## src/rtl/mips_mc_ctrl_if.sv

```systemverilog
// Control/handshake bundle between the multicycle control FSM and the datapath/memory.
interface mips_mc_ctrl_if;
  // Inputs to the controller
  logic        run;
  logic [5:0]  opcode;
  logic [5:0]  funct;
  logic        mem_ready;
  // Outputs from the controller
  logic        mem_req;
  logic        mem_we;
  logic        iord;
  logic        ir_we;
  logic        pc_we;
  logic [1:0]  pc_src;
  logic [3:0]  alu_ctrl;
  logic        alu_src_a;
  logic [1:0]  alu_src_b;
  logic        reg_we;
  logic [1:0]  reg_dst;
  logic [1:0]  wb_src;
  logic        instr_done;
  logic        illegal;
  logic [31:0] retired;

  // Controller side
  modport master (
    input  run, opcode, funct, mem_ready,
    output mem_req, mem_we, iord, ir_we, pc_we, pc_src, alu_ctrl, alu_src_a,
           alu_src_b, reg_we, reg_dst, wb_src, instr_done, illegal, retired
  );

  // Datapath / environment side
  modport slave (
    output run, opcode, funct, mem_ready,
    input  mem_req, mem_we, iord, ir_we, pc_we, pc_src, alu_ctrl, alu_src_a,
           alu_src_b, reg_we, reg_dst, wb_src, instr_done, illegal, retired
  );
endinterface

```

## src/rtl/mips_mc_ctrl.sv

```systemverilog
// Multicycle MIPS main control FSM: sequences fetch/decode/execute/memory/write-back
// for addiu, addu, lw, sw and jal; any other instruction parks the core in TRAP.
module mips_mc_ctrl #(
  parameter logic [5:0] OP_RTYPE = 6'h00,
  parameter logic [5:0] OP_JAL   = 6'h03,
  parameter logic [5:0] OP_ADDIU = 6'h09,
  parameter logic [5:0] OP_LW    = 6'h23,
  parameter logic [5:0] OP_SW    = 6'h2B,
  parameter logic [5:0] FN_ADDU  = 6'h21
) (
  input  logic           clk,
  input  logic           rst_n,
  mips_mc_ctrl_if.master bus
);

  typedef enum logic [3:0] {
    IDLE   = 4'd0,
    FETCH  = 4'd1,
    DECODE = 4'd2,
    ADDR   = 4'd3,
    MEM_RD = 4'd4,
    LW_WB  = 4'd5,
    MEM_WR = 4'd6,
    EXEC_I = 4'd7,
    WB_I   = 4'd8,
    EXEC_R = 4'd9,
    WB_R   = 4'd10,
    JUMP   = 4'd11,
    TRAP   = 4'd12
  } state_t;

  state_t      state_q, state_d;
  logic [31:0] retired_q, retired_d;
  logic        done_w;

  // After a completing cycle: continue with the next fetch or park in IDLE.
  state_t      after_done;
  assign after_done = bus.run ? FETCH : IDLE;

  // State register; reset abandons any in-flight access immediately.
  always_ff @(posedge clk or negedge rst_n) begin
    if (!rst_n) state_q <= IDLE;
    else        state_q <= state_d;
  end

  // Next-state logic; mem_ready only matters in FETCH, MEM_RD and MEM_WR.
  always_comb begin
    state_d = state_q;
    case (state_q)
      IDLE:   if (bus.run) state_d = FETCH;
      FETCH:  if (bus.mem_ready) state_d = DECODE;
      DECODE: begin
        if (bus.opcode == OP_LW || bus.opcode == OP_SW)            state_d = ADDR;
        else if (bus.opcode == OP_ADDIU)                           state_d = EXEC_I;
        else if (bus.opcode == OP_RTYPE && bus.funct == FN_ADDU)   state_d = EXEC_R;
        else if (bus.opcode == OP_JAL)                             state_d = JUMP;
        else                                                       state_d = TRAP;
      end
      // Only lw/sw reach ADDR, so a non-lw opcode here is sw.
      ADDR:   state_d = (bus.opcode == OP_LW) ? MEM_RD : MEM_WR;
      MEM_RD: if (bus.mem_ready) state_d = LW_WB;
      MEM_WR: if (bus.mem_ready) state_d = after_done;
      EXEC_I: state_d = WB_I;
      EXEC_R: state_d = WB_R;
      LW_WB, WB_I, WB_R, JUMP: state_d = after_done;
      TRAP:   state_d = TRAP;
      default: state_d = IDLE;
    endcase
  end

  // Moore output decode; ir_we/pc_we in FETCH and completion in MEM_WR wait for mem_ready.
  always_comb begin
    bus.mem_req   = 1'b0;
    bus.mem_we    = 1'b0;
    bus.iord      = 1'b0;
    bus.ir_we     = 1'b0;
    bus.pc_we     = 1'b0;
    bus.pc_src    = 2'b00;
    bus.alu_ctrl  = 4'b0000;
    bus.alu_src_a = 1'b0;
    bus.alu_src_b = 2'b00;
    bus.reg_we    = 1'b0;
    bus.reg_dst   = 2'b00;
    bus.wb_src    = 2'b00;
    bus.illegal   = 1'b0;
    done_w        = 1'b0;
    case (state_q)
      FETCH: begin
        bus.mem_req   = 1'b1;
        bus.alu_src_b = 2'b01;
        bus.alu_ctrl  = 4'b0010;
        bus.ir_we     = bus.mem_ready;
        bus.pc_we     = bus.mem_ready;
      end
      ADDR: begin
        bus.alu_src_a = 1'b1;
        bus.alu_src_b = 2'b10;
        bus.alu_ctrl  = (bus.opcode == OP_LW) ? 4'b0100 : 4'b0001;
      end
      MEM_RD: begin
        bus.mem_req = 1'b1;
        bus.iord    = 1'b1;
      end
      LW_WB: begin
        bus.reg_we = 1'b1;
        bus.wb_src = 2'b01;
        done_w     = 1'b1;
      end
      MEM_WR: begin
        bus.mem_req = 1'b1;
        bus.mem_we  = 1'b1;
        bus.iord    = 1'b1;
        done_w      = bus.mem_ready;
      end
      EXEC_I: begin
        bus.alu_src_a = 1'b1;
        bus.alu_src_b = 2'b10;
      end
      WB_I: begin
        bus.reg_we = 1'b1;
        done_w     = 1'b1;
      end
      EXEC_R: begin
        bus.alu_ctrl  = 4'b0010;
        bus.alu_src_a = 1'b1;
      end
      WB_R: begin
        bus.reg_we  = 1'b1;
        bus.reg_dst = 2'b01;
        done_w      = 1'b1;
      end
      // PC still holds PC+4 here, so $31 receives the link address.
      JUMP: begin
        bus.alu_ctrl = 4'b0011;
        bus.pc_we    = 1'b1;
        bus.pc_src   = 2'b10;
        bus.reg_we   = 1'b1;
        bus.reg_dst  = 2'b10;
        bus.wb_src   = 2'b10;
        done_w       = 1'b1;
      end
      TRAP:    bus.illegal = 1'b1;
      default: ;
    endcase
  end

  assign bus.instr_done = done_w;
  assign bus.retired    = retired_q;

  // Retired-instruction count, wrapping naturally at 2^32.
  always_comb begin
    retired_d = retired_q;
    if (done_w) retired_d = retired_q + 32'd1;
  end

  // Retired counter register.
  always_ff @(posedge clk or negedge rst_n) begin
    if (!rst_n) retired_q <= 32'd0;
    else        retired_q <= retired_d;
  end

endmodule

```

## src/flat_wrapper.sv

```systemverilog
// flat-port wrapper written by rule: the top's interface ports become plain ports
module mips_mc_ctrl_flat 
#(
  parameter logic [5:0] OP_RTYPE = 6'h00,
  parameter logic [5:0] OP_JAL   = 6'h03,
  parameter logic [5:0] OP_ADDIU = 6'h09,
  parameter logic [5:0] OP_LW    = 6'h23,
  parameter logic [5:0] OP_SW    = 6'h2B,
  parameter logic [5:0] FN_ADDU  = 6'h21
)
  (clk, rst_n, bus_run, bus_opcode, bus_funct, bus_mem_ready, bus_mem_req, bus_mem_we, bus_iord, bus_ir_we, bus_pc_we, bus_pc_src, bus_alu_ctrl, bus_alu_src_a, bus_alu_src_b, bus_reg_we, bus_reg_dst, bus_wb_src, bus_instr_done, bus_illegal, bus_retired);
  mips_mc_ctrl_if bus_i ();
  input  logic clk;
  input  logic rst_n;
  input wire logic [$bits(bus_i.run)-1:0] bus_run;
  input wire logic [$bits(bus_i.opcode)-1:0] bus_opcode;
  input wire logic [$bits(bus_i.funct)-1:0] bus_funct;
  input wire logic [$bits(bus_i.mem_ready)-1:0] bus_mem_ready;
  output wire logic [$bits(bus_i.mem_req)-1:0] bus_mem_req;
  output wire logic [$bits(bus_i.mem_we)-1:0] bus_mem_we;
  output wire logic [$bits(bus_i.iord)-1:0] bus_iord;
  output wire logic [$bits(bus_i.ir_we)-1:0] bus_ir_we;
  output wire logic [$bits(bus_i.pc_we)-1:0] bus_pc_we;
  output wire logic [$bits(bus_i.pc_src)-1:0] bus_pc_src;
  output wire logic [$bits(bus_i.alu_ctrl)-1:0] bus_alu_ctrl;
  output wire logic [$bits(bus_i.alu_src_a)-1:0] bus_alu_src_a;
  output wire logic [$bits(bus_i.alu_src_b)-1:0] bus_alu_src_b;
  output wire logic [$bits(bus_i.reg_we)-1:0] bus_reg_we;
  output wire logic [$bits(bus_i.reg_dst)-1:0] bus_reg_dst;
  output wire logic [$bits(bus_i.wb_src)-1:0] bus_wb_src;
  output wire logic [$bits(bus_i.instr_done)-1:0] bus_instr_done;
  output wire logic [$bits(bus_i.illegal)-1:0] bus_illegal;
  output wire logic [$bits(bus_i.retired)-1:0] bus_retired;
  assign bus_i.run = bus_run;
  assign bus_i.opcode = bus_opcode;
  assign bus_i.funct = bus_funct;
  assign bus_i.mem_ready = bus_mem_ready;
  assign bus_mem_req = bus_i.mem_req;
  assign bus_mem_we = bus_i.mem_we;
  assign bus_iord = bus_i.iord;
  assign bus_ir_we = bus_i.ir_we;
  assign bus_pc_we = bus_i.pc_we;
  assign bus_pc_src = bus_i.pc_src;
  assign bus_alu_ctrl = bus_i.alu_ctrl;
  assign bus_alu_src_a = bus_i.alu_src_a;
  assign bus_alu_src_b = bus_i.alu_src_b;
  assign bus_reg_we = bus_i.reg_we;
  assign bus_reg_dst = bus_i.reg_dst;
  assign bus_wb_src = bus_i.wb_src;
  assign bus_instr_done = bus_i.instr_done;
  assign bus_illegal = bus_i.illegal;
  assign bus_retired = bus_i.retired;
  mips_mc_ctrl #(.OP_RTYPE(OP_RTYPE), .OP_JAL(OP_JAL), .OP_ADDIU(OP_ADDIU), .OP_LW(OP_LW), .OP_SW(OP_SW), .FN_ADDU(FN_ADDU)) u_core (.clk(clk), .rst_n(rst_n), .bus(bus_i));
endmodule
```

## config.mk

```make
export PLATFORM = sky130hd
export DESIGN_NAME = mips_mc_ctrl_flat
export DESIGN_NICKNAME = d
export VERILOG_FILES = /design/src/rtl/mips_mc_ctrl_if.sv /design/src/rtl/mips_mc_ctrl.sv /design/src/flat_wrapper.sv
export SDC_FILE = /design/constraint.sdc
export NUM_CORES = 1
export LEC_CHECK = 0
export ABC_AREA = 0
export BUFFER_PORTS_ARGS = -buffer_cell sky130_fd_sc_hd__buf_2
export CORE_MARGIN = 5
export CORE_UTILIZATION = 45
export CTS_BUF_LIST = sky130_fd_sc_hd__clkbuf_16
export CTS_CLUSTER_DIAMETER = 200
export CTS_CLUSTER_SIZE = 14
export DETAILED_ROUTE_END_ITERATION = 8
export PLACE_DENSITY = 0.71
export SLEW_MARGIN = 30
export SYNTH_ARGS = -nofsm -noshare
export SYNTH_HDL_FRONTEND = slang
export SYNTH_SLANG_ARGS = --single-unit
```

## constraint.sdc

```tcl
create_clock -name clk -period 2.3 [get_ports clk]
set_input_delay 0.23 -clock clk [delete_from_list [all_inputs] [get_ports clk]]
set_output_delay 0.23 -clock clk [all_outputs]
set_load 0.02 [all_outputs]
```

## Word-level counts from Yosys, hierarchy flattened

Cells that the tools add are included.

- $add $sub $neg: 1
- Reductions and logical operators: 11
- Eq/ne operators: 21
- Multiplexer cells: 26

Operators with widths:

| operator | count |
|---|---|
| $pmux W4 S10 | 1 |
| $add A32 B1 Y32 const B | 1 |
| $mux W4 | 7 |
| $eq A4 B4 Y1 const B | 5 |
| $eq A6 B6 Y1 const B | 3 |
| $eq A4 B3 Y1 const B | 4 |
| $pmux W2 S2 | 3 |
| $pmux W4 S3 | 1 |
| $eq A4 B2 Y1 const B | 2 |
| $mux W1 | 8 |
| $ne A2 B2 Y1 const B | 4 |
| $eq A6 B2 Y1 const B | 1 |
| $eq A6 B4 Y1 const B | 1 |
| $logic_not A6 Y1 | 1 |
| $mux W3 | 2 |
| $reduce_or A2 Y1 | 3 |
| $reduce_or A3 Y1 | 2 |
| $eq A4 B1 Y1 const B | 1 |
| $logic_not A4 Y1 | 1 |
| $mux W2 | 2 |
| $pmux W1 S2 | 2 |
| $reduce_and A4 Y1 | 1 |
| $reduce_or A4 Y1 | 1 |
| $logic_and A1 B1 Y1 | 1 |
| $logic_or A1 B1 Y1 | 1 |

- Word-level logic and storage cells: 61
- Bits in registers: 36
- Output and inout bits: 53

## Longest topological paths before layout

- Word-level depth: 6
- Mapped depth: 5
- Gate-level depth less buffers: 4

## Worst setup path after synthesis

No wires, ideal clock.

- Kind: register to output
- From: reg u_core.state_q[2]
- To: out bus_pc_we
- Setup slack: 332 ps
- Cell stages (with the launch flop): 5
- Data arrival time: 1738 ps
- Cells stage by stage: dfrtp_1 -> clkbuf_1 -> nor3_1 -> and2_1 -> or2_1

- Longest elaborated chain between the ends: 2
- Elaborated cells on any way between the ends: 3
- Those cells by class: 2 x eq/ne; 1 x mux

Ends and longest elaborated chain:

| item | line | source |
|---|---|---|
| start, declared | mips_mc_ctrl.sv:32 | `state_t state_q, state_d;` |
| start signal, assigned | mips_mc_ctrl.sv:43 | `else state_q <= state_d;` |
| $eq A4 B4 Y1 / $eq A4 B1 Y1 (equally long branches) | mips_mc_ctrl.sv:87 | `case (state_q)` |
| $pmux W1 S2 * | mips_mc_ctrl.sv:87 |  |
| end, declared | flat_wrapper.sv:23 | `output wire logic [$bits(bus_i.pc_we)-1:0] bus_pc_we;` |

Every way passes the cells marked *; elsewhere a longest branch is shown, timed or not.

## Worst setup path after layout

- From: reg u_core.state_q[2]
- To: out bus_instr_done

- Longest elaborated chain between the ends: 3
- Elaborated cells on any way between the ends: 7
- Those cells by class: 5 x eq/ne; 1 x mux; 1 x reduce/logical

Ends and longest elaborated chain:

| item | line | source |
|---|---|---|
| $eq A4 B3 Y1 / $eq A4 B4 Y1 (equally long branches) | mips_mc_ctrl.sv:87 |  |
| $reduce_or A4 Y1 (no source line) | n/a |  |
| $pmux W1 S2 * | mips_mc_ctrl.sv:87 |  |
| end, declared | flat_wrapper.sv:31 | `output wire logic [$bits(bus_i.instr_done)-1:0] bus_instr_done;` |

Marked as above.

==> flow_summary.yaml <==
run_status:
  run_status: "finished, final reports clean"
synth:
  synth_cell_type_count: 50
  synth_edf_count: 0
  synth.ff_latch_count: 36
  postSynthCellCount: 233
  synth_area_per_cell_um2: 10.11
  dominant_synthesized_flop_cell: "sky130_fd_sc_hd__dfrtp_1"
  yosysWarningCount: 0
  post_synth_instance_area_um2: 2356
  async_set_reset_flop_share_out_of_synthesis: 1.000
  synth_seq_area_share: 0.3824
clock_network:
  clk_latency_ns: 0.28
  number_of_buffers_added_by_the_clock_tree_synthesis_step: 5
  cts.sink_count: 36
  post_cts_hold_buffer_count: 0
  htree_levels: 2
  cts_resized: 0
  cts_tree: "yes"
  postCtsSetupBuffers: 0
  clk_pin_slew_worst_paths_ns: 0.06
  clock_tree_buffer_depth: 2
  root_buffer: "sky130_fd_sc_hd__clkbuf_16"
sta:
  post-route-period-util: 0.9141
  worst_slew_pin_slew_ns: 0.8143
  timing.final.crit_period_ns: 2.102
  final_sum_of_negative_setup_slack_ns: 0
  max_slew_violation_count: 0
  slew_headroom: 0.4571
  fin_worst_skew_ns: 0.005469
  maximum_achievable_frequency_ghz: 0.4756
  setup-violations-final: 0
  finalHoldViolations: 0
  finalWorstSetupSlack_ns: 0.1975
  grt_setup_unrepaired: "false"
global_routing:
  overflow: 0
  global_route.usage.total: 0.1755
  grt_pass1_wl_um: 9211
  number_of_antenna_violations_at_the_first_check_in_global_routing: 0
  number_of_global_route_vias_before_repair: 1941
  grt_max_degree: 37
final_layout:
  n_antenna_cell: 0
  post_route_cells_drive_above_1_share: 0.3390
  layout_commonest_cell: "sky130_fd_sc_hd__buf_2"
  finalNetCount: 311
  fin_cells: 365
  fin_area_um2: 2903
  area_delta_synth_final_pct: 23.21
  final_cell_mix: "sky130_fd_sc_hd__buf_2, sky130_fd_sc_hd__dfrtp_1, sky130_fd_sc_hd__xor2_1, sky130_fd_sc_hd__a2111oi_2, sky130_fd_sc_hd__nor2_1"
power:
  max-vdd-ir-drop_mv: 0.7732
  power.static_leakage_nw: 1.114
  power_mw: 2.957
  pwr_density_cell_nw_per_um2: 1019
placement:
  hpwlAfterDp_um: 3961
  port-buffer-count: 66
  dp_cells: 357
  detailedPlace.worstSlack_ns: 0.4546
  place_congestion: 0.7987
  placedInstanceArea_um2: 2739
critical_path:
  arrival_ns: 1.87
  timing.setup.critical_path_class: "flop to output port"
  timing.critical_path.from_type: "flop"
  critPathCaptureType: "output port"
  worstPathRequired_ns: 2.07
  path_max_fanout: 31
job:
  max_cap_violations: 0
routing:
  detailroute.via_count: 2032
  dr.pass1.iters: 4
  number_of_drc_violations_after_detailed_routing: 0
  avgViaCountPerCell: 5.567
  maxUsedRoutingLayer: "met4"
  antenna_left: 0
  drt-wirelength-per-cell_um: 14.91
  route.final.wire_length_um: 5442
  wl_met2_um: 2615
  drt_iter0_drc: 110
  detail_route.wirelength.met1_um: 2420
  met3RoutedLength_um: 335
floorplan:
  chipWidth_um: 82.36
  die_area_um2: 6782
  floorplan.die.height_um: 82.36
  core_region_area_um2: 5107
  top_level_ports: 69
  row_count: 26
  initial_utilization: 0.4613
min_path:
  hp-class: "primary input to asynchronous set/reset pin"
## path summary, 6_finish.rpt
path,slack [ns],depth (start not counted),start,end
setup / recovery,0.20,5,u_core.state_q[2]$_DFFE_PN0P_,bus_instr_done
hold / removal,0.04,1,rst_n,u_core.bus.retired[18]$_DFFE_PN0P_
setup reg to reg,0.44,5,u_core.state_q[2]$_DFFE_PN0P_,u_core.bus.retired[1]$_DFFE_PN0P_
hold reg to reg,0.47,1,u_core.bus.retired[31]$_DFFE_PN0P_,u_core.bus.retired[31]$_DFFE_PN0P_
max in group asynchronous,1.74,1,rst_n,u_core.state_q[2]$_DFFE_PN0P_
min in group clk,0.26,2,bus_mem_ready,u_core.state_q[1]$_DFFE_PN0P_
## metrics by stage
| stage | hold slack [ns] | util |
|---|---|---|
| finish | 0.04310 | 0.5683 |
| global route | 0.1074 | 0.5683 |
| CTS | 0.07608 | 0.5683 |
| detailed placement | 0.3747 | 0.5363 |
| global placement | 0.3709 | 0.5363 |
| floorplan | -0.06559 | - |
## critical path, cell delays in order (launching register included)
cell and delay (ns):
sky130_fd_sc_hd__dfrtp_1 0.58, sky130_fd_sc_hd__and2b_1 0.27, sky130_fd_sc_hd__o21ai_2 0.19, sky130_fd_sc_hd__buf_12 0.23, sky130_fd_sc_hd__nand2_1 0.13, sky130_fd_sc_hd__buf_2 0.18
## Yosys cell counts, drive strengths merged, types with 2 or more instances
master | n | area (um^2)
and4 | 6 | 52.55
o21ai | 5 | 28.78
dfrtp | 36 | 900.9
nand2b | 8 | 50.05
or3 | 2 | 12.51
nor4b | 2 | 17.52
or3b | 2 | 17.52
xor2 | 27 | 236.5
a21o | 2 | 15.01
o32a | 2 | 20.02
nor2b | 2 | 12.51
mux2 | 2 | 22.52
nor2 | 15 | 56.30
nand4 | 8 | 71.32
nor3 | 3 | 15.01
and3 | 4 | 25.02
inv | 7 | 26.28
nand3 | 11 | 55.05
and2 | 3 | 18.77
or2 | 3 | 18.77
a211oi | 11 | 82.58
a2111oi | 17 | 255.2
xnor2 | 5 | 43.79
nand2 | 12 | 45.04
a21oi | 5 | 25.02
clkbuf | 7 | 26.28
buf | 10 | 67.56
## per-layer routing
| metal | up-vias | GRT usage |
|---|---|---|
| met3 | 7 | 0.03905 |
| li1 | 983 | - |
| met5 | - | 0 |
| met2 | 55 | 0.2780 |
| met1 | 987 | 0.2379 |
| met4 | 0 | 0.05482 |
## sequential cells by signal (all words and copies together) (netlist names)
name and cells:
u_core.bus.retired 32, u_core.state_q 4
## logic make-up after synthesis
kind of cell,after synthesis,share of synthesized area
AND/OR/NAND/NOR,85,0.2140
multiplexers,3,0.01381
buffers and inverters,24,0.05098
XOR/XNOR,32,0.1190
other,1,0.001592
adder cells (fa/ha/maj),1,0.005310
flip-flops,36,0.3824
AO/OA/AOI/OAI,51,0.2130
## cell type report
| type | count | area [um^2] |
|---|---|---|
| well taps | 70 | 87.58 |
| clock inverters | 3 | 38.79 |
| repair buffers | 70 | 385.4 |
| clock buffers | 5 | 125.1 |
| inverters | 7 | 26.28 |
| multi-input cells | 174 | 1339 |
| flip-flops and latches | 36 | 900.9 |
| fillers | 460 | 2205 |
## power by group
part           switching, mW  internal (mW)  leakage, nW
registers              0.173          0.740        0.363
clock network          0.249          0.505       0.0850
logic                  0.825          0.466        0.666
Note: power is estimated with default switching activity, not from simulation.
